[src/rtl/tea_decrypt.sv]
`default_nettype none
// ============================================================================
//  Module      : tea_decrypt
//  Description : Iterative TEA decryptor. Captures one 64-bit ciphertext
//                block with its 128-bit key and round constant, then runs
//                ROUNDS reverse Feistel rounds, one full round per clock.
//                Returns the plaintext together with a one-cycle done pulse.
//  Revision    : 1.0 - initial release
// ============================================================================
module tea_decrypt #(
    parameter int ROUNDS = 32
) (
    input  logic         clk,
    input  logic         rst,
    input  logic         ready,
    input  logic [63:0]  data,
    input  logic [127:0] key,
    input  logic [31:0]  delta,
    output logic         done,
    output logic         work_in_progress,
    output logic [63:0]  decrypted_data
);

    typedef enum logic [1:0] {
        IDLE = 2'd0,
        RUN  = 2'd1,
        DONE = 2'd2
    } state_t;

    localparam logic [7:0]  c_last_round = 8'(ROUNDS - 1);
    localparam logic [31:0] c_rounds     = 32'(ROUNDS);

    state_t      r_state;
    state_t      w_next_state;

    logic [31:0] r_y;
    logic [31:0] r_z;
    logic [31:0] r_sum;
    logic [7:0]  r_cnt;
    logic [31:0] r_k0;
    logic [31:0] r_k1;
    logic [31:0] r_k2;
    logic [31:0] r_k3;
    logic [31:0] r_delta;

    logic        w_capture;
    logic        w_last;
    logic [31:0] w_sum_init;
    logic [31:0] w_z_new;
    logic [31:0] w_y_new;

    assign w_capture  = (r_state == IDLE) && ready;
    assign w_last     = (r_state == RUN) && (r_cnt == c_last_round);

    // The decrypt schedule starts where the encryptor finished: delta*ROUNDS.
    assign w_sum_init = delta * c_rounds;

    // One reverse round: z is recovered first and the fresh z feeds the y update.
    assign w_z_new = r_z - (((r_y << 4) + r_k2) ^ (r_y + r_sum) ^ ((r_y >> 5) + r_k3));
    assign w_y_new = r_y - (((w_z_new << 4) + r_k0) ^ (w_z_new + r_sum) ^ ((w_z_new >> 5) + r_k1));

    // State register.
    always_ff @(posedge clk or posedge rst) begin
        if (rst) begin
            r_state <= IDLE;
        end else begin
            r_state <= w_next_state;
        end
    end

    // Next-state logic: IDLE -> RUN on ready, RUN -> DONE on the last round, DONE -> IDLE.
    always_comb begin
        w_next_state = r_state;
        case (r_state)
            IDLE:    if (ready)  w_next_state = RUN;
            RUN:     if (w_last) w_next_state = DONE;
            DONE:    w_next_state = IDLE;
            default: w_next_state = IDLE;
        endcase
    end

    // Datapath and registered outputs: capture in IDLE, iterate in RUN, drop done in DONE.
    always_ff @(posedge clk or posedge rst) begin
        if (rst) begin
            r_y              <= 32'd0;
            r_z              <= 32'd0;
            r_sum            <= 32'd0;
            r_cnt            <= 8'd0;
            r_k0             <= 32'd0;
            r_k1             <= 32'd0;
            r_k2             <= 32'd0;
            r_k3             <= 32'd0;
            r_delta          <= 32'd0;
            done             <= 1'b0;
            work_in_progress <= 1'b0;
            decrypted_data   <= 64'd0;
        end else if (w_capture) begin
            r_y              <= data[63:32];
            r_z              <= data[31:0];
            r_k0             <= key[127:96];
            r_k1             <= key[95:64];
            r_k2             <= key[63:32];
            r_k3             <= key[31:0];
            r_delta          <= delta;
            r_sum            <= w_sum_init;
            r_cnt            <= 8'd0;
            work_in_progress <= 1'b1;
        end else if (r_state == RUN) begin
            r_y   <= w_y_new;
            r_z   <= w_z_new;
            r_sum <= r_sum - r_delta;
            r_cnt <= r_cnt + 8'd1;
            if (w_last) begin
                decrypted_data   <= {w_y_new, w_z_new};
                done             <= 1'b1;
                work_in_progress <= 1'b0;
            end
        end else if (r_state == DONE) begin
            done <= 1'b0;
        end
    end

endmodule
`default_nettype wire

[config.mk]
export PLATFORM = sky130hd
export DESIGN_NAME = tea_decrypt
export DESIGN_NICKNAME = d
export VERILOG_FILES = /design/src/rtl/tea_decrypt.sv
export SDC_FILE = /design/constraint.sdc
export NUM_CORES = 1
export LEC_CHECK = 0
export BUFFER_PORTS_ARGS = -buffer_cell sky130_fd_sc_hd__buf_2
export CORE_MARGIN = 3
export CORE_UTILIZATION = 65
export DETAILED_ROUTE_END_ITERATION = 8
export PLACE_DENSITY = 0.87
export SYNTH_ARGS = -nofsm -noshare
export SYNTH_HDL_FRONTEND = slang
export SYNTH_SLANG_ARGS = --single-unit
[constraint.sdc]
create_clock -name clk -period 28.6 [get_ports clk]
set_input_delay 0 -clock clk [delete_from_list [all_inputs] [get_ports clk]]
set_output_delay 0 -clock clk [all_outputs]
set_load 0.01 [all_outputs]
==> run summary, run 1 <==
number of enable flip-flop cells after synthesis: 0
post_cts resized: 0
Least-Margin Pin Slew: 1.224 ns
hold-fix buffers at CTS: 226
RSZ-0062 raised after global routing: false
remaining antenna violation count: 0
area of the mapped netlist: 0.02635 sq mm
Cells after Synth: 3,051
distinct cell type count after synthesis: 79
min Tclk post-route: 10.05 ns
die height: 207.4 um
max-cap violation count: 0
H-tree depth: 2
area leader, netlist: dfrtp_1
DR WL/cell: 23.05 um
Max Fclk: 0.09952 GHz
post-CTS setup buffers: 0
Vias/cell: 6.403
crit end category: flop
final slew viol count: 0
final worst path period share: 0.3513
starting density of the core: 0.6602
CP max FO: 6
r2r startpoint: r_y[5]
Top FF cell, synth: dfrtp_1
Final Core Density: 0.7956
CTS buffer count: 36
most frequent cells in the layout: nand2_1, dfrtp_1, xnor2_1
Fill cells: 2,456
Synth async-reset ratio: 1.000
CP peak stage delay: 0.70 ns
CTS tree: done
worst hold path type: in2async
CTS Sinks: 332
worst rel slew slack: 0.1841
number of I/O port buffers: 292
GPL Wtd Cong: 1.011
top post-synthesis cells by area: dfrtp_1, ha_1, xnor2_1
Non-Filler Instances: 4,099
commonest non-fill, non-tap cell in the layout: nand2_1
clock-pin slew on the worst setup and hold paths: 0.06 ns
sequential area share after synthesis: 0.3153
Starting DRT DRC Count: 2,966
drt pass-1 iters: 8
setup TNS: 0 ns
number of global-route vias before repair: 26,060
status: completed
CP max-delay cell: xnor2_1
Syn Nets: 3,563
Nets: 4,062
CP required: 28.99 ns
detailed placement HPWL: 64,910 um
layout cells sized above 1: 0.1285
synthesized flop and latch total: 332
Worst Setup SP: r_y[5]
Synth top area share: 0.3153
GRT Residual Overflow: 0
Vias: 26,250
synth warn: 0
Avg Cell Area, Syn: 8.637 sq um
initial antenna violation count: 5
Die Area: 0.04299 sq mm
startpoint class of the critical path: flop
core area: 0.03991 sq mm
final hold vios: 0
first-pass GRT wire length: 145,400 um
WS Path Type: reg2reg
final setup skew: 0.02311 ns
Rows: 73
detailed-route DRC error count: 0
Area growth, synth to finish: 20.51%
GR Util All Layers: 0.4247
IO Pins: 293
CTS Buffer Depth: 3
DIE WIDTH: 207.4 um
Clock Latency Late Sink: 0.57 ns
crit path DAT: 10.44 ns
dpl cells: 3,811
Setup Viol. Count Final: 0
DRT Wirelength: 94,480 um
largest net degree at the start of global routing: 132
clk root buf: clkbuf_16
## synth_stat cells, types with 61 or more instances
library cell and instances:
a21o_1 101, inv_1 111, dfrtp_1 332, xor2_1 61
xnor2_1 318, nand2_1 601, nor2_1 129, o21ai_0 230
a21oi_1 210, ha_1 276, mux2i_1 70, clkbuf_1 61
## sequential cells by signal, indices dropped and copies added, names as in the netlist
register          count
decrypted_data       64
done                  1
r_cnt                 8
r_delta              32
r_k0                 32
r_k1                 32
r_k2                 32
r_k3                 32
r_state               2
r_sum                32
r_y                  32
r_z                  32
work_in_progress      1
## critical path: cells and delay by family (launching register included)
family          cells  cell delay [ns]
compound gates     25             5.24
xor+xnor            6             1.89
fa+ha+maj           5             1.60
simple gates        7             0.59
flops               1             0.45
buf+inv             1             0.08
## cell type report
type,count,area [sq um],share of cell area
Multi-Input combinational cell,2530,17370,0.5468
Sequential cell,332,8308,0.2616
Timing Repair Buffer,539,3881,0.1222
Clock buffer,51,1039,0.03270
Tap cell,525,656.9,0.02068
Inverter,111,424.2,0.01336
Clock inverter,9,77.57,0.002443
Antenna cell,2,5.005,0.0001576
## metal layers
metal	routed length, um	up-vias	track usage
met4	4662	6	0.1833
met1	37050	12370	0.5682
met2	41690	1814	0.6665
met3	11040	378	0.09672
li1	-	11680	-
met5	35	-	0
## final timing paths
check	endpoint	slack, ns	cells after the start
setup / recovery	decrypted_data[63]	18.55	44
hold / removal	r_delta[0]	0.12	3
setup reg to reg	decrypted_data[63]	18.55	44
hold reg to reg	r_k0[11]	0.49	2
max in group asynchronous	r_k3[23]	26.12	5
min in group clk	r_k0[3]	0.17	4
## metrics by stage
| step | hold slack [ns] | worst slack, ns | area, sq um |
|---|---|---|---|
| 3_3_place_gp | 0.1889 | 19.46 | 28370 |
| 6_report | 0.1200 | 18.55 | 31760 |
| 5_1_grt | 0.1753 | 18.05 | 31750 |
| 3_5_place_dp | 0.1937 | 19.03 | 28370 |
| 2_1_floorplan | 0.1054 | 19.40 | 26350 |
| 4_1_cts | 0.1402 | 18.92 | 31750 |
## cell families (layout without fill, tap and decap cells)
| logic type | after synthesis | after routing | share of synthesized area |
|---|---|---|---|
| buf+inv | 189 | 710 | 0.02692 |
| fa+ha+maj | 285 | 285 | 0.1379 |
| compound gates | 778 | 778 | 0.1858 |
| mux | 120 | 120 | 0.04795 |
| other cells | 0 | 2 | 0 |
| xor+xnor | 382 | 382 | 0.1283 |
| flops | 332 | 332 | 0.3153 |
| simple gates | 965 | 965 | 0.1579 |
Power of run 1 is left out: the tool's default activity adds up to more than one toggle a clock period on the data nets, which glitch-free logic cannot reach.
==> run 2: changes to the inputs <==
--- a/config.mk
+++ b/config.mk
@@ -7,9 +7,9 @@
 export LEC_CHECK = 0
 export BUFFER_PORTS_ARGS = -buffer_cell sky130_fd_sc_hd__buf_2
 export CORE_MARGIN = 3
-export CORE_UTILIZATION = 65
+export CORE_UTILIZATION = 55
 export DETAILED_ROUTE_END_ITERATION = 8
-export PLACE_DENSITY = 0.87
+export PLACE_DENSITY = 0.79
 export SYNTH_ARGS = -nofsm -noshare
 export SYNTH_HDL_FRONTEND = slang
 export SYNTH_SLANG_ARGS = --single-unit
==> constraint.sdc (replaced) <==
create_clock -name clk -period 8.62 [get_ports clk]
set_input_delay 0 -clock clk [delete_from_list [all_inputs] [get_ports clk]]
set_output_delay 0 -clock clk [all_outputs]
set_load 0.01 [all_outputs]
==> run 2 against run 1 <==
  * First-iteration DRC count decreased by 17%
  * Non-clock buffer count increased by 94
  * Routed wire length decreased by 6.5%
  * Via count decreased by 2.7%
  * Count of clock-buffer cells in the layout increased by 2
  * Sequential share of layout area decreased by 1.4 points
  * Global-route usage decreased by 8.9 points
  * Critical endpoint is now decrypted_data[62]
  * Largest cell class unchanged
  * Highest routed layer unchanged
==> run summary, run 2 (synthesized netlist as in run 1, its figures left out) <==
Area growth, synth to finish: 27.23%
Least-Margin Pin Slew: 1.168 ns (-0.05546 ns)
core area: 0.04695 sq mm (+18%)
worst hold path type: in2reg
number of global-route vias before repair: 25,070 (-3.8%)
max-cap violation count: 0 (unchanged)
drt pass-1 iters: 7 (-1)
commonest non-fill, non-tap cell in the layout: nand2_1
CP peak stage delay: 0.45 ns (-0.25 ns)
crit end category: flop
final worst path period share: 0.9705 (+0.6192)
GPL Wtd Cong: 1.000 (-1.1%)
Rows: 79 (+8.2%)
Starting DRT DRC Count: 2,455 (-17%)
R2R depth: 37 (-16%)
starting density of the core: 0.5613 (-0.09895)
Setup Viol. Count Final: 0 (unchanged)
DIE WIDTH: 224.9 um (+8.5%)
Worst Hold Path Cells: 4
Hold WS: 0.1498 ns (+0.02978 ns)
DRT Wirelength: 88,360 um (-6.5%)
crit path DAT: 8.83 ns (-1.61 ns)
WS Path Type: reg2reg
final setup skew: 0.02581 ns (+0.002699 ns)
die height: 224.9 um (+8.5%)
detailed placement HPWL: 61,140 um (-5.8%)
final slew viol count: 0 (unchanged)
Vias: 25,540 (-2.7%)
CTS buffer count: 39 (+8.3%)
Die Area: 0.05058 sq mm (+18%)
CTS Sinks: 332 (unchanged)
startpoint class of the critical path: flop
Most Frequent Cell on Critical Path: xnor2_1
clock-pin slew on the worst setup and hold paths: 0.07 ns (about the same)
GRT Residual Overflow: 0 (unchanged)
Clock Latency Late Sink: 0.58 ns (about the same)
clk root buf: clkbuf_16
final hold vios: 0 (unchanged)
diode count: 0 (-2)
setup TNS: 0 ns (unchanged)
Fill cells: 3,335 (+36%)
CP max-delay cell: dfrtp_2
layout cells sized above 1: 0.1873 (+0.05881)
worst rel slew slack: 0.2210 (+0.03698)
Max Fclk: 0.1195 GHz (+20%)
CTS Buffer Depth: 3 (unchanged)
IO Pins: 293 (unchanged)
max reg flops: 64 (unchanged)
largest net degree at the start of global routing: 231 (+75%)
first-pass GRT wire length: 133,800 um (-8.0%)
Vias/cell: 5.968 (-6.8%)
CTS tree: done
CP max FO: 5 (-1)
GR Util All Layers: 0.3354 (-0.08929)
initial antenna violation count: 1 (-4)
min Tclk post-route: 8.366 ns (-1.682 ns)
H-tree depth: 2 (unchanged)
most frequent cells in the layout: nand2_1, dfrtp_1, xnor2_1
DR WL/cell: 20.65 um (-10%)
CP required: 9.09 ns (-19.90 ns)
detailed-route DRC error count: 0 (unchanged)
Nets: 4,159 (+2.4%)
remaining antenna violation count: 0 (unchanged)
most flop-heavy register: decrypted_data
number of I/O port buffers: 292 (unchanged)
status: completed
-- run 2: cell types whose count changed in the layout (fill, tap and decap cells not counted), moves of 7 or more --
cell / delta
ha_4: +7
xnor2_2: +20
a21oi_1: -23
o21ai_2: +8
o21ai_1: +11
buf_4: +92
a21oi_2: +22
xnor2_1: -20
o21ai_0: -19
ha_1: -17
ha_2: +10
-- run 2: final timing paths --
check	start	to	slack [ns]
max reg2reg	r_y[0]	decrypted_data[62]	0.25
max in group asynchronous	rst	r_k3[17]	7.02
min	key[55]	r_k2[23]	0.15
min reg2reg	decrypted_data[8]	decrypted_data[8]	0.48
min in group asynchronous	rst	r_k2[1]	0.25
max	r_y[0]	decrypted_data[62]	0.25
-- run 2: per-layer routing --
layer	track usage	up-vias	wire [um]
met5	0	-	13
met4	0.1214	2	3605
met2	0.5271	1287	39260
met1	0.4609	12110	36560
met3	0.07047	272	8921
li1	-	11880	-
-- run 2: timing repair --
| action | in CTS | in global routing |
|---|---|---|
| endpoints found under the hold margin | 307 | 0 |
| resized for setup | 7 | 158 |
| endpoints found under the setup margin | 6 | 29 |
| pin swaps | 10 | 91 |
| buffers inserted | 9 | 42 |
| hold buffers | 226 | 0 |
-- run 2: final cells by class --
class / instances / area [sq um] / area share
inverters: 111 / 420.4 / 0.01254
repair buffers: 633 / 4612 / 0.1376
clock inverters: 14 / 207.7 / 0.006195
clock buffers: 53 / 1130 / 0.03370
multi-input cells: 2530 / 18090 / 0.5394
well taps: 607 / 759.5 / 0.02265
flip-flops and latches: 332 / 8313 / 0.2479
-- run 2: through the flow --
stage                     cell area, sq um  utilization  setup WS (ns)  std cells
after floorplan                      26360            -         0.6005       3051
after global placement               28820       0.6138        0.02402       3936
after detailed placement             28820       0.6138       -0.05882       3936
after CTS                            32520       0.6926      0.0004121       4238
after global routing                 33530       0.7141        -0.1322       4280
final                                33530       0.7141         0.2543       4280
-- run 2: critical path: cells and delay by family (launching register included) --
family	cells	cell delay, ns
compound gates	17	3.33
simple gates	3	0.63
mux	1	0.27
buf+inv	1	0.16
fa+ha+maj	5	1.62
xor+xnor	10	1.79
flops	1	0.45
Power of run 2 is left out for the same reason.
